==> config.mk <==
export PLATFORM = sky130hd
export DESIGN_NAME = matrix_bcd_writer
export DESIGN_NICKNAME = d
export VERILOG_FILES = /design/src/rtl/matrix_bcd_writer.sv
export SDC_FILE = /design/constraint.sdc
export NUM_CORES = 2
export LEC_CHECK = 0
export CAP_MARGIN = 20
export CORE_UTILIZATION = 30
export DETAILED_ROUTE_END_ITERATION = 8
export PLACE_DENSITY = 0.45
export SYNTH_ARGS = -nofsm -noshare
export SYNTH_HDL_FRONTEND = slang
export SYNTH_SLANG_ARGS = --single-unit
==> constraint.sdc <==
create_clock -name clk -period 53.8 [get_ports clk]
set_input_delay 10.76 -clock clk [delete_from_list [all_inputs] [get_ports clk]]
set_output_delay 10.76 -clock clk [all_outputs]
set_load 0.1 [all_outputs]
==> src/rtl/matrix_bcd_writer.sv <==
// matrix_bcd_writer: accepts binary matrix elements over valid/ready, converts
// each to BCD with a bit-serial double-dabble, stores the digits in a back
// buffer and copies that buffer to the display digit bus during vblank.
module matrix_bcd_writer #(
  parameter int MATRIX_N = 3,
  parameter int MATRIX_M = 3,
  parameter int NUM_MAT  = 3,
  parameter int DIGITS   = 5,
  parameter int DATA_W   = 16
) (
  input  logic                                          clk,
  input  logic                                          reset,
  input  logic                                          in_valid,
  output logic                                          in_ready,
  input  logic [DATA_W-1:0]                             in_data,
  input  logic                                          in_last,
  input  logic                                          vblank,
  output logic [MATRIX_N*NUM_MAT*MATRIX_M*DIGITS*4-1:0] bcd_out,
  output logic                                          frame_done,
  output logic                                          ovf,
  output logic [7:0]                                    frame_count
);

  localparam int TOTAL  = MATRIX_N * NUM_MAT * MATRIX_M;
  localparam int SLOT_W = 4 * DIGITS;
  // Nibbles needed to hold any DATA_W-bit value exactly: ceil(DATA_W/3.32)+1.
  localparam int DD_NIB = (DATA_W * 100 + 331) / 332 + 1;
  localparam int NIB    = (DIGITS > DD_NIB) ? DIGITS : DD_NIB;
  localparam int BCD_W  = 4 * NIB;
  localparam int PW     = (TOTAL > 1) ? $clog2(TOTAL) : 1;
  localparam int CW     = $clog2(DATA_W + 1);

  localparam logic [PW-1:0] LAST_PTR  = PW'(TOTAL - 1);
  localparam logic [CW-1:0] LAST_STEP = CW'(DATA_W - 1);

  typedef enum logic [1:0] {
    IDLE      = 2'd0,
    CONV      = 2'd1,
    WRITE     = 2'd2,
    WAIT_SWAP = 2'd3
  } state_t;

  state_t            state_reg;
  state_t            state_next;

  logic [CW-1:0]     step_reg;
  logic [DATA_W-1:0] shift_reg;
  logic [BCD_W-1:0]  bcd_reg;
  logic [BCD_W-1:0]  bcd_adj;
  logic              last_reg;
  logic [PW-1:0]     wptr_reg;
  logic              ovf_pend_reg;
  logic [SLOT_W-1:0] back_mem [TOTAL];
  logic [SLOT_W-1:0] slot_word;
  logic              sat;
  logic              end_frame;

  logic              accept;
  logic              shift_en;
  logic              write_en;
  logic              swap_en;
  logic              ready_next;

  genvar gi;

  // Double-dabble correction: every nibble >= 5 gets +3 before the shift.
  generate
    for (gi = 0; gi < NIB; gi++) begin : g_adj
      assign bcd_adj[4*gi +: 4] = (bcd_reg[4*gi +: 4] >= 4'd5) ?
                                  bcd_reg[4*gi +: 4] + 4'd3 :
                                  bcd_reg[4*gi +: 4];
    end
  endgenerate

  // The conversion is exact, so any nonzero nibble above the displayed
  // digits means the value exceeds 10^DIGITS-1.
  generate
    if (NIB > DIGITS) begin : g_sat
      assign sat = |bcd_reg[BCD_W-1:SLOT_W];
    end else begin : g_nosat
      assign sat = 1'b0;
    end
  endgenerate

  // Slot layout puts the most significant digit in the lowest nibble.
  generate
    for (gi = 0; gi < DIGITS; gi++) begin : g_slot
      assign slot_word[4*gi +: 4] = sat ? 4'd9 : bcd_reg[4*(DIGITS-1-gi) +: 4];
    end
  endgenerate

  assign end_frame = (wptr_reg == LAST_PTR) || last_reg;

  // State register.
  always_ff @(posedge clk or posedge reset) begin
    if (reset) begin
      state_reg <= IDLE;
    end else begin
      state_reg <= state_next;
    end
  end

  // Next-state logic.
  always_comb begin
    state_next = state_reg;
    case (state_reg)
      IDLE:      if (in_valid && in_ready) state_next = CONV;
      CONV:      if (step_reg == LAST_STEP) state_next = WRITE;
      WRITE:     state_next = end_frame ? WAIT_SWAP : IDLE;
      WAIT_SWAP: if (vblank) state_next = IDLE;
      default:   state_next = IDLE;
    endcase
  end

  // Per-state control strobes; ready is registered so it stays low in reset.
  always_comb begin
    accept   = 1'b0;
    shift_en = 1'b0;
    write_en = 1'b0;
    swap_en  = 1'b0;
    case (state_reg)
      IDLE:      accept   = in_valid & in_ready;
      CONV:      shift_en = 1'b1;
      WRITE:     write_en = 1'b1;
      WAIT_SWAP: swap_en  = vblank;
      default:   ;
    endcase
    ready_next = (state_next == IDLE);
  end

  // Capture an element and run one double-dabble step per CONV cycle.
  always_ff @(posedge clk or posedge reset) begin
    if (reset) begin
      step_reg  <= '0;
      shift_reg <= '0;
      bcd_reg   <= '0;
      last_reg  <= 1'b0;
    end else if (accept) begin
      step_reg  <= '0;
      shift_reg <= in_data;
      bcd_reg   <= '0;
      last_reg  <= in_last;
    end else if (shift_en) begin
      step_reg  <= step_reg + 1'b1;
      shift_reg <= shift_reg << 1;
      bcd_reg   <= (bcd_adj << 1) | BCD_W'(shift_reg[DATA_W-1]);
    end
  end

  // Back-buffer writes, write pointer and pending-overflow flag.
  always_ff @(posedge clk or posedge reset) begin
    if (reset) begin
      wptr_reg     <= '0;
      ovf_pend_reg <= 1'b0;
      for (int e = 0; e < TOTAL; e++) begin
        back_mem[e] <= '0;
      end
    end else begin
      if (write_en) begin
        back_mem[wptr_reg] <= slot_word;
        if (sat) ovf_pend_reg <= 1'b1;
        if (!end_frame) wptr_reg <= wptr_reg + 1'b1;
      end
      if (swap_en) begin
        wptr_reg     <= '0;
        ovf_pend_reg <= 1'b0;
      end
    end
  end

  // Display-facing registers: whole-frame copy and status on the swap edge.
  always_ff @(posedge clk or posedge reset) begin
    if (reset) begin
      in_ready    <= 1'b0;
      bcd_out     <= '0;
      frame_done  <= 1'b0;
      ovf         <= 1'b0;
      frame_count <= '0;
    end else begin
      in_ready   <= ready_next;
      frame_done <= swap_en;
      if (swap_en) begin
        for (int e = 0; e < TOTAL; e++) begin
          bcd_out[e*SLOT_W +: SLOT_W] <= back_mem[e];
        end
        ovf         <= ovf_pend_reg;
        frame_count <= frame_count + 8'd1;
      end
    end
  end

endmodule

==> impl_metrics.csv <==
group,metric,value,unit
logic_synthesis,synth.distinct_cells,42,
logic_synthesis,ys_ff_latch,1145,
setup_path,crit_chain,"clkdlybuf4s50_1, inv_8, buf_4, buf_4, buf_4, buf_12",
global_routing,grt-ovfl-total,0,
power,pwr_density_cell,46.6,mW/mm2
clock_tree,cts_sinks,1145,
clock_tree,clkTransAtPathRegs,0.06,ns
timing,maxSlewViolCount,0,
global_routing,grt_pass1_wl,208,mm
logic_synthesis,postSynthAreaPerCell,11.4,um2
setup_path,cp_common_cell,"buf_4",
power,p_leak,28.8,nW
die,core-area,0.144,mm2
logic_synthesis,synthTopCellsByCount,"nand2_1, dfrtp_1, mux2_2",
power,total_power,0.00261,W
timing,slew_headroom,0.235,
setup_path,worstPathArrival,15.05,ns
setup_path,path_delay_family,"buffers and inverters",
clock_tree,clock_latency,0.76,ns
routing,viasPerCell,4.55,
flow_run,max_cap_violations,0,
global_routing,grt_pass1_vias,29257,
clock_tree,cts_tree,"built",
setup_path,endpoint_kind,"asynchronous set/reset pin",
cells_and_area,fin_nets,4413,
die,die-width,383,um
logic_synthesis,synth_largest_area_cell,"dfrtp_1",
setup_path,required,54.52,ns
global_routing,grt_max_degree,173,
timing,hold_slack,0.439,ns
setup_path,cp.buffers_inverters,6,
setup_path,regToRegStartpoint,"bcd_reg[20]$_DFFE_PP0P_",
timing,finClkSkew,0.0262,ns
routing,wirelength,142,mm
global_routing,grt_antenna_before_repair,22,
routing,dr.pass1.iters,9,
cells_and_area,fill_cells,14195,
logic_synthesis,syn_nets,3871,
setup_path,cp-start-kind,"primary input",
routing,drc,64,
clock_tree,postCtsResizedCells,0,
die,die-area,0.147,mm2
logic_synthesis,synth-async-reset-ratio,1.00,
timing,tightest_slew,1.14,ns
logic_synthesis,synth.most_common_cell,"nand2_1",
setup_path,crit_path_max_incr_delay,0.76,ns
setup_path,reg2reg_slack,50.30,ns
placed_design,dp_hpwl,88.5,mm
timing,timing.final.crit_share,0.266,
clock_tree,cts_setup_buffers,0,
timing,setup_violations,0,
setup_path,critPathSlowestCell,"buf_4",
logic_synthesis,synth_ff_type,"dfrtp_1",
cells_and_area,syn_to_final_growth,28.6,%
run_status,violations,"DRC",
setup_path,worstSetupPathType,"in -> async",
min_path,hp-class,"reg -> reg",
routing,postRouteAntennaNets,0,
logic_synthesis,yosysTopAreaCellShare,0.657,
routing,num_vias,29049,
logic_synthesis,synth_edf_count,0,
timing,rsz0062_at_grt,"no",
logic_synthesis,seq_area_frac_synth,0.657,
clock_tree,cts_root_buf,"clkbuf_16",
min_path,holdCritStartpoint,"back_mem[392]$_DFFE_PP0P_",
placed_design,dp_cells,6136,
clock_tree,cts_buffers,134,
placed_design,dpl_cell_area,0.0515,mm2
die,ios,572,
clock_tree,cts_max_level,4,
clock_tree,clk_path_buf_depth,3,
timing,tns,0,ns
routing,drt_iter0_markers,1933,
setup_path,path_max_fanout,172,
global_routing,grt_use_total,0.193,
cells_and_area,final_layout_size_suffix_gt1_frac,0.191,
cells_and_area,layoutNonFillerInstCount,6383,
logic_synthesis,ys_warn_count,0,
placed_design,finalWeightedCongestion,0.741,
die,placement_rows,139,
logic_synthesis,synth_area_leaders,"dfrtp_1, nand2_1, mux2_2",
logic_synthesis,syn_area,0.0436,mm2
timing,period_minus_slack,14.33,ns
die,die_height,383,um
routing,wl_per_cell,22.3,um
timing,max_clock_freq,69.8,MHz
clock_tree,hold_buffers,0,
run_status,outcome,"complete, but fails checks",
placed_design,portBuffers,571,
cells_and_area,design_area,0.0561,mm2
power,ir_drop,0.0290,mV
die,start_util,0.303,
logic_synthesis,netlist_instances,3830,
timing,finalHoldViolations,0,
setup_path,crit_start,"reset",
[tightest hold or removal path, cell delays in order, from the launching register on]
cell and delay [ns]:
dfrtp_1 0.34, nand2_1 0.05, nand2_1 0.05
[layout by cell type, fill, tap and decap left out, types with 16 or more instances in the layout]
cell and count:
clkbuf_8 35, clkbuf_1 34, mux2_2 527, inv_1 31
buf_4 64, nand2_1 1663, clkdlybuf4s50_1 568, clkbuf_16 136
a21oi_1 16, ha_1 20, dfrtp_1 1145
[stage by stage]
stage | util | worst slack (ns)
2_1_floorplan | - | 10.79
3_3_place_gp | 0.357 | 38.53
3_5_place_dp | 0.358 | 38.53
4_1_cts | 0.389 | 39.36
5_1_grt | 0.390 | 38.91
6_report | 0.390 | 39.47
[layout make-up]
cell class,count,area [um2],share of cell area
Inverter,34,143,0.00254
Antenna cell,2,5.00,0.0000892
Multi-Input combinational cell,2413,14000,0.249
Clock inverter,37,523,0.00932
Tap cell,1903,2380,0.0424
Sequential cell,1145,28700,0.511
Timing Repair Buffer,644,6430,0.115
Clock buffer,205,4010,0.0715
[per-layer routing]
metal / up-vias / GRT usage / part of all wire
li1: 13378 / - / -
met1: 14855 / 0.260 / 0.45
met4: 8 / 0.0556 / 0.024
met2: 616 / 0.311 / 0.48
met5: - / 0 / 0.00040
met3: 192 / 0.0413 / 0.050
[kinds of logic (layout without fill, tap and decap cells)]
group / count (synthesis) / count (layout) / share of synthesized area
compound gates: 78 / 78 / 0.0128
buf+inv: 272 / 920 / 0.0267
xor+xnor: 16 / 16 / 0.00321
flops: 1145 / 1145 / 0.657
other cells: 0 / 2 / 0
fa+ha+maj: 20 / 20 / 0.00573
mux: 541 / 541 / 0.140
simple gates: 1758 / 1758 / 0.155
[worst paths after layout]
kind	to	cells past startpoint
hold reg to reg	bcd_out[152]$_DFFE_PP0P_	2
min in group asynchronous	bcd_out[38]$_DFFE_PP0P_	2
setup reg to reg	back_mem[449]$_DFFE_PP0P_	7
hold / removal	bcd_out[152]$_DFFE_PP0P_	2
setup / recovery	back_mem[264]$_DFFE_PP0P_	6
max in group clk	bcd_out[185]$_DFFE_PP0P_	7
[report_power, final]
| part | internal, W | switching (W) |
|---|---|---|
| Sequential | 0.000949 | 0.0000649 |
| Combinational | 0.000145 | 0.000527 |
| Clock | 0.000552 | 0.000375 |
| Total | 0.00165 | 0.000967 |
(Power assumes the default switching activity.)
